`config.mk`:
```
export PLATFORM = sky130hd
export DESIGN_NAME = strobe_scheduler
export DESIGN_NICKNAME = d
export VERILOG_FILES = /design/src/rtl/strobe_scheduler.sv
export SDC_FILE = /design/constraint.sdc
export NUM_CORES = 1
export LEC_CHECK = 0
export ABC_AREA = 1
export BUFFER_PORTS_ARGS = -buffer_cell sky130_fd_sc_hd__buf_2
export CORE_UTILIZATION = 35
export CTS_CLUSTER_DIAMETER = 100
export DETAILED_ROUTE_END_ITERATION = 8
export PLACE_DENSITY_LB_ADDON = 0.1
export SLEW_MARGIN = 20
export SYNTH_ARGS = -nofsm -noshare
export SYNTH_HDL_FRONTEND = slang
export SYNTH_SLANG_ARGS = --single-unit
```
`constraint.sdc`:
```
create_clock -name clk -period 1.4 [get_ports clk]
set_input_delay 0 -clock clk [delete_from_list [all_inputs] [get_ports clk]]
set_output_delay 0 -clock clk [all_outputs]
set_load 0.01 [all_outputs]
```
`src/rtl/strobe_scheduler.sv`:
```
// strobe_scheduler: shares one strobe output between CHANNELS level-signal
// requesters. Rising edges become pending requests. Pending requests are granted
// round-robin as single-cycle strobes tagged with the channel index. Consecutive
// strobes are separated by at least GAP strobe-low cycles.
module strobe_scheduler #(
    parameter int CHANNELS = 4,
    parameter int IDX_W    = 2,
    parameter int GAP      = 3
) (
    input  logic                clk,
    input  logic                resetn,
    input  logic [CHANNELS-1:0] signal,
    input  logic                enable,
    output logic                strobe,
    output logic [IDX_W-1:0]    strobe_idx,
    output logic [CHANNELS-1:0] pending,
    output logic [CHANNELS-1:0] overflow,
    output logic                busy
);

    typedef enum logic [1:0] {
        IDLE,
        FIRE,
        HOLD
    } state_t;

    // HOLD lasts GAP-1 cycles, counting down to zero inclusive.
    localparam logic [7:0] HOLD_LOAD = (GAP > 1) ? 8'(GAP - 2) : 8'd0;

    state_t                state;
    state_t                state_next;
    logic [7:0]            cnt;
    logic [7:0]            cnt_next;
    logic [CHANNELS-1:0]   signal_d;
    logic [CHANNELS-1:0]   rise;
    logic [CHANNELS-1:0]   grant_mask;
    logic [IDX_W-1:0]      last;
    logic [IDX_W-1:0]      winner;
    logic                  grant;

    assign rise       = signal & ~signal_d;
    assign grant_mask = grant ? (CHANNELS'(1) << winner) : '0;
    assign strobe     = (state == FIRE);
    assign busy       = (state != IDLE);

    // Round-robin pick: the lowest pending channel above last wins; if none,
    // the lowest pending channel at or below last wins (wrap-around).
    always_comb begin
        winner = '0;
        for (int i = CHANNELS - 1; i >= 0; i--) begin
            if (pending[i] && (i <= int'(last))) winner = IDX_W'(i);
        end
        for (int i = CHANNELS - 1; i >= 0; i--) begin
            if (pending[i] && (i > int'(last))) winner = IDX_W'(i);
        end
    end

    // Next-state logic: grant from IDLE, one FIRE cycle, then the low gap.
    always_comb begin
        // NOTE: every output of this block gets a default first, so no path
        // through the case statement can leave a latch behind.
        state_next = state;
        cnt_next   = cnt;
        grant      = 1'b0;
        case (state)
            IDLE: begin
                if (enable && (|pending)) begin
                    grant      = 1'b1;
                    state_next = FIRE;
                end
            end
            FIRE: begin
                if (GAP == 1) begin
                    state_next = IDLE;
                end else begin
                    cnt_next   = HOLD_LOAD;
                    state_next = HOLD;
                end
            end
            HOLD: begin
                if (cnt == 8'd0) state_next = IDLE;
                else             cnt_next   = cnt - 8'd1;
            end
            default: state_next = IDLE;
        endcase
    end

    // State register and gap counter.
    always_ff @(posedge clk or negedge resetn) begin
        if (!resetn) begin
            state <= IDLE;
            cnt   <= 8'd0;
        end else begin
            // NOTE: sequential state uses non-blocking assignments so every
            // register samples pre-edge values regardless of block ordering.
            state <= state_next;
            cnt   <= cnt_next;
        end
    end

    // Request bookkeeping: edge capture, pending flags, overflow, grant record.
    always_ff @(posedge clk or negedge resetn) begin
        if (!resetn) begin
            signal_d   <= '0;
            pending    <= '0;
            overflow   <= '0;
            strobe_idx <= '0;
            last       <= IDX_W'(CHANNELS - 1);
        end else begin
            signal_d <= signal;
            // A new edge on the channel being granted is kept as a fresh request.
            pending  <= (pending & ~grant_mask) | rise;
            overflow <= rise & pending & ~grant_mask;
            if (grant) begin
                strobe_idx <= winner;
                last       <= winner;
            end
        end
    end

endmodule

```
Yosys cells after proc, flatten, opt, wreduce, memory -nomap -nowiden. Cells that the tools add are included.

Logic and storage cells: 56. Register bits after elaboration: 26. Output and inout bits: 12.

$add $sub $neg: 1. Shift operators: 1. Mux-type cells: 15. Bitwise operators: 7. Order comparisons: 6. Equal/unequal tests: 5. Reduce and logical (&&, ||, !) cells: 14.

Operator list (number): 2-bit 2-to-1 mux (9); 4-bit bitwise AND (4); 8-bit case mux with 2 select lines (1); 8-bit logical NOT (1); 8-bit 2-to-1 mux (1); 4-bit NOT (2); 8-bit by 1-bit subtractor with 8-bit output (second input constant) (1); 1-bit logical AND (7); 2-bit inequality test (second input constant) (3); 2-bit case mux with 3 select lines (1); 2-bit > comparator (first input constant) (2); 2-bit less-or-equal comparator (first input constant) (2); 4-bit 2-to-1 mux (1); 4-bit bitwise OR (1); 2-bit AND reduction (2); 2-bit nonzero test (2); 4-bit OR reduction (1); 1-bit by 2-bit << shifter with 4-bit output (first input constant) (1); 2-bit by 1-bit equality test with 1-bit output (second input constant) (1); 2-bit equality test (second input constant) (1); 1-bit by 2-bit > comparator with 1-bit output (first input constant) (1); 1-bit by 2-bit less-or-equal comparator with 1-bit output (first input constant) (1); 2-bit logical NOT (1); 1-bit 2-to-1 mux (2).

Longest topological paths before layout. Gate-level depths: netlist of run 1.

Depth after elaboration: 14. Mapped depth: 10. Mapped depth without buffers: 10.

Worst setup path before layout of run 1. No wires, ideal clock.

Kind: register -> register. Start point: register last[1]. End point: register pending[1]. Setup time: 0.118 ns. Path buffers: 0. Path slack: 0.157 ns. Arrival: 1.125 ns. Cell stages (with the launch flop): 10. Required time: 1.282 ns. Cell sequence: dfstp_2 nand2_1 nand2_1 nand2_1 clkinv_1 nand2_2 a21oi_1 nand2_1 nand2_2 nand2_1.

Longest elaborated chain between the ends: 14.

Ends and longest elaborated chain: from (decl) (RTL line 37) `logic [IDX_W-1:0] last;`; from (signal assigned) (RTL line 108) `last <= IDX_W'(CHANNELS - 1);`; from (signal assigned) (RTL line 116) `last <= winner;`; 2-bit less-or-equal comparator (RTL line 51) `if (pending[i] && (i <= int'(last))) winner = IDX_W'(i);`; 1-bit logical AND (RTL line 51); 2-bit 2-to-1 mux (4 in series) (RTL line 51); 2-bit 2-to-1 mux (2 in series) (RTL line 54) `if (pending[i] && (i > int'(last))) winner = IDX_W'(i);`; 2-bit 2-to-1 mux * (RTL line 54); 1-bit by 2-bit << shifter with 4-bit output * (RTL line 42) `assign grant_mask = grant ? (CHANNELS'(1) << winner) : '0;`; 4-bit 2-to-1 mux * (RTL line 42); 4-bit NOT * (RTL line 112) `pending <= (pending & ~grant_mask) | rise;`; 4-bit bitwise AND * (RTL line 112); 4-bit bitwise OR * (RTL line 112); to (signal assigned) (RTL line 112); to (decl) (RTL line 16) `output logic [CHANNELS-1:0] pending,`.

Every way passes the cells marked *; elsewhere a longest branch is shown, timed or not. A chain may end at the register's enable or synchronous reset.

Worst setup path in the final report of run 1.
Start point: register last[1]. End point: register pending[3].

The elaborated chain is that of the path after synthesis.

==> reports/metrics.cfg, run 1 <==
[hold_path]
hp-class=in2reg
min_from=enable

[place]
port_buffers=18
post-place-cells=203
place_hpwl_mm=1.59
gp_congestion=0.801

[flow_run]
maxCapViolCount=0

[floorplanning]
core_sq_um=3360
io_pins=19
die_w_um=61.4
rows=21
start_util_pct=36.8
fp.dieArea_sq_um=3770
die_h_um=61.4

[drt]
avgViaCountPerCell=4.42
postRouteAntennaNets=0
drc=0
drtIter0Drc=25
firstDrtPassIters=4
wl_per_cell_um=10.3
vias=946
routed_wl_mm=2.21

[timing]
fin_crit_sh_pct=97.8
finalCriticalPeriod_ps=1370
fin_tns_setup_ps=0
fmax_mhz=730
slew_violations=0
rsz0062_at_grt=true
slew-limit-headroom_pct=61.9
finalHoldViolCount=0
worst_pin_slew_ps=572
finalSetupViolCount=0
clock_skew_ps=2.67

[logic_synthesis]
synth.avg_cell_area_sq_um=8.89
synth_top_area_share_pct=48.6
ys_top_cells_by_area=dfrtp_1 49%, nand2_1 10%, inv_1 5.5%
ys_seq_area_share_pct=52.8
ys_ff_latch=26
ys.warnings.count=0
synthesis.instances=139
netlist_area_sq_um=1240
ys_types=24
synth_nets=148
yosys.area.top_type=dfrtp_1

[worst_setup_path]
crit_buf_inv=0
critPathMostFrequentCell=nand2_1
path_class=reg2reg
crit_slowest_cell=dfstp_2
end_kind=flip-flop
startpoint=last[1]
cp.arrival_ps=1580
r2r_slack_ps=30
cpPeakStageDelay_ps=610
path_max_fanout=6
critPathLaunchType=flip-flop
critical_path_required_ps=1610
crit_chain=o21ai_1 > nand2_1 > nand2_1 > nand2_1 > nand2_2 > o21ai_2 > nand2_1
cp_top_family=flip-flops
r2r_start=last[1]

[power_and_ir_drop]
ir_drop_mv=0.952
p_leak_nw=0.781
power_density_nw_per_um2=2070

[clocking]
htreeDepth=1
cts_root_buf=clkbuf_4
clkSinkCount=26
clkTransAtPathRegs_ps=130
worstSkewPairLatency_ps=310
numCtsBuffers=3
cts_tree=built
clock_path_buffers=2

[global_routing]
overflow=0
grt_pass1_wl_mm=3.61
grt_max_degree=27
track_usage_pct=13.2
grt_pass1_vias=854
antenna_found_initial=0

[status]
outcome=completed

[cells_and_area]
final_common_cell=nand2_1
final_nets=179
n_fill_cell=367
fin_cells=214
regArea_sq_um=653
diodes=0
synthToLayoutAreaGrowth_pct=21.9
multi_input_area_sq_um=512
final_cell_mix=33 x nand2_1, 24 x dfrtp_1, 18 x inv_1, 18 x buf_2, 8 x nor2_1
drive_gt1_share_pct=32.7

==> layer usage <==
layer | share of wire [%] | global-route usage [%] | vias up
li1 | - | - | 496
met1 | 48 | 18.2 | 437
met2 | 48 | 20.3 | 11
met3 | 2.8 | 2.52 | 2
met4 | 0.90 | 5.71 | 0
met5 | 0 | 0 | -
==> state kept, by name, indices dropped and copies added (netlist names) <==
name,flops
state,2
last,2
pending,4
strobe_idx,2
signal_d,4
overflow,4
cnt,8
==> cells in the mapped netlist (all sizes together) <==
cell and count:
o21ai 8, dfrtp 24, ha 2, inv 23, nand2 42, xor2 4, o22ai 3, a21oi 1
nor2 13, nand3b 1, nand4 3, dfstp 2, clkinv 2, nand3 11
==> report_power, final <==
part           switching (mW)  internal [mW]  leakage (nW)  total [mW]
clock network           0.209          0.101        0.0138       0.310
logic                   0.979          0.615         0.455        1.59
registers               0.196           1.01         0.313        1.21
==> stage by stage <==
stage | hold slack, ps | power, mW | utilization, % | setup WS, ps | instance area [sq um]
final | 35.9 | 3.11 | 44.8 | 30.8 | 1510
after global routing | 31.8 | 3.41 | 44.8 | -67.0 | 1510
after CTS | 17.7 | 3.02 | 43.3 | 34.6 | 1460
after detailed placement | 43.1 | 2.69 | 41.1 | 60.6 | 1380
after global placement | 31.9 | 2.68 | 41.1 | 86.6 | 1380
after floorplan | -296 | 2.32 | - | 157 | 1240
==> logic make-up after synthesis <==
kind of cell    synth area share [%]
compound gates                  5.77
xor+xnor                        2.83
fa+ha+maj                       2.02
buf+inv                         8.00
flops                           52.8
simple gates                    28.5
==> cell type report <==
cell class / count / share of cell area [%]
clock buffers: 3 / 1.50
inverters: 25 / 6.56
multi-input cells: 88 / 34.0
flip-flops and latches: 26 / 43.4
well taps: 46 / 3.82
repair buffers: 26 / 10.8
==> worst reg2reg max path: stages, from the launching register on <==
cell,delay [ps]
dfstp_2,610
o21ai_1,120
nand2_1,90
nand2_1,50
nand2_1,70
nand2_2,90
o21ai_2,180
nand2_1,80
==> final timing paths <==
check                                      to  cells after the start
worst max-delay path               pending[3]                      7
worst min register to register  strobe_idx[0]                      2
max in group asynchronous             last[1]                      2
worst min-delay path                 state[0]                      3
worst max register to register     pending[3]                      7
min in group asynchronous              cnt[3]                      2
==> timing repair <==
item                                    4_1_cts  5_1_grt
buffers inserted                              0        3
resized for setup                             0        7
endpoints found under the hold margin        36        0
hold buffers                                  5        0
endpoints found under the setup margin        0       11
No activity file was read; power rests on OpenSTA's default activity.
==> inputs of run 2 (changes only) <==
--- a/config.mk
+++ b/config.mk
@@ -11,7 +11,7 @@
 export CTS_CLUSTER_DIAMETER = 100
 export DETAILED_ROUTE_END_ITERATION = 8
 export PLACE_DENSITY_LB_ADDON = 0.1
-export SLEW_MARGIN = 20
+export SLEW_MARGIN = 10
 export SYNTH_ARGS = -nofsm -noshare
 export SYNTH_HDL_FRONTEND = slang
 export SYNTH_SLANG_ARGS = --single-unit
==> constraint.sdc (replaced) <==
create_clock -name clk -period 1.7 [get_ports clk]
set_input_delay 0 -clock clk [delete_from_list [all_inputs] [get_ports clk]]
set_output_delay 0 -clock clk [all_outputs]
set_load 0.01 [all_outputs]
==> run 2 against run 1 <==
Against the previous run:
- wire length decreased by 3.3%
- worst setup slack improved by 320 ps
- power down 21%
- sequential share of layout area grew 1.5 points
- global-route usage stayed put
- hold slack worse by 2.2 ps
- combinational power down 25%
- sequential power is 18% lower
==> reports/metrics.cfg, run 2 (synthesis gave the netlist of run 1 again) <==
[timing]
finalSetupViolCount=0
hold_ws_ps=33.7
fin_tns_setup_ps=0
slew-limit-headroom_pct=61.5
worst_pin_slew_ps=577
finalHoldViolCount=0
rsz0062_at_grt=false
clock_skew_ps=4.79
fin_crit_sh_pct=79.4
slew_violations=0
fmax_mhz=741
finalCriticalPeriod_ps=1350

[cells_and_area]
final_cell_mix=34 x nand2_1, 24 x dfrtp_1, 18 x inv_1, 18 x buf_2, 10 x nor2_1
final_nets=176
final_common_cell=nand2_1
synthToLayoutAreaGrowth_pct=17.8
final_core_util_pct=43.3
largest-register=cnt
largest_reg_flops=8
drive_gt1_share_pct=27.9
final_area_sq_um=1460
diodes=0

[global_routing]
overflow=0
antenna_found_initial=0
track_usage_pct=13.2
grt_pass1_wl_mm=3.61
grt_max_degree=27
grt_pass1_vias=854

[place]
port_buffers=18
placed_area_sq_um=1380
gp_congestion=0.801
place_hpwl_mm=1.59

[worst_setup_path]
end_kind=flip-flop
critical_path_required_ps=1910
crit_chain=nand3_1 > nand2_1 > nand3_1 > nand2_2 > nand3_4 > o21ai_2 > nand2_1
crit_slowest_cell=dfstp_2
startpoint=last[1]
path_class=reg2reg
path_max_fanout=6
cp.arrival_ps=1560
cpPeakStageDelay_ps=600
r2r_start=last[1]
critPathLaunchType=flip-flop

[flow_run]
maxCapViolCount=0

[drt]
postRouteAntennaNets=0
highest_layer=met4
drc=0
firstDrtPassIters=4
routed_wl_mm=2.14
wl_met2_mm=1.01
route.met3.wl_um=58
vias=930
wl_met1_mm=1.05
drtIter0Drc=21
wl_per_cell_um=10.1
avgViaCountPerCell=4.41

[status]
outcome=completed

[floorplanning]
die_w_um=61.4
core_sq_um=3360
io_pins=19
die_h_um=61.4
fp.dieArea_sq_um=3770
rows=21
start_util_pct=36.8

[clocking]
htreeDepth=1
worstSkewPairLatency_ps=310
clkTransAtPathRegs_ps=130
cts_setup_buffers=0
clock_path_buffers=2
numCtsBuffers=3
post_cts_resized=0
clkSinkCount=26
cts_root_buf=clkbuf_4
cts_tree=built

[power_and_ir_drop]
p_leak_nw=0.763
power_density_nw_per_um2=1680
ir_drop_mv=0.773

[hold_path]
min_from=enable
hp-class=in2reg

==> run 2: changes by cell type in the layout (fill, tap and decap cells not counted) <==
cell	previous run	this run
nand2_1	33	34
nand3_1	6	9
nand3_2	4	1
buf_4	3	0
nor2_2	5	3
nor2_1	8	10
nand2_4	3	2
==> run 2: final cells by class <==
type,instances,area (sq um)
fill,378,1910
timing repair buffer,23,140
tap,46,57.6
clock buffer,3,22.5
multi-input combinational,88,484
inverter,25,98.8
sequential,26,653
==> run 2: where the power goes <==
group	switching (mW)	internal, mW	total (mW)
clock	0.172	0.0829	0.255
combinational	0.756	0.445	1.20
sequential	0.155	0.835	0.990
==> run 2: metal layers <==
layer	up-vias	global-route usage [%]
met5	-	0
met4	0	5.71
met3	2	2.52
met2	9	20.3
met1	428	18.2
li1	491	-
==> run 2: critical path: cells and delay by family (launching register included) <==
kind            cells  cell delay (ps)
compound gates      1              160
flops               1              600
simple gates        6              490
==> run 2: what timing repair did <==
item                       in CTS  in global routing
hold endpoints to repair       36                  0
setup endpoints to repair       0                  0
hold buffers                    5                  0
==> run 2: per-stage QoR <==
step,instances,power [mW],worst slack (ps)
after floorplan,139,1.91,457
after detailed placement,203,2.21,361
after global placement,203,2.21,387
final,211,2.45,350
after global routing,211,2.69,219
after CTS,211,2.49,335
==> run 2: worst paths after layout <==
| path | to | slack [ps] | cells past startpoint |
|---|---|---|---|
| worst max register to register | pending[3] | 350 | 7 |
| worst max-delay path | pending[3] | 350 | 7 |
| max in group asynchronous | last[1] | 1120 | 2 |
| worst min-delay path | state[0] | 30 | 3 |
| worst min register to register | strobe_idx[0] | 500 | 2 |
| min in group asynchronous | cnt[3] | 200 | 2 |
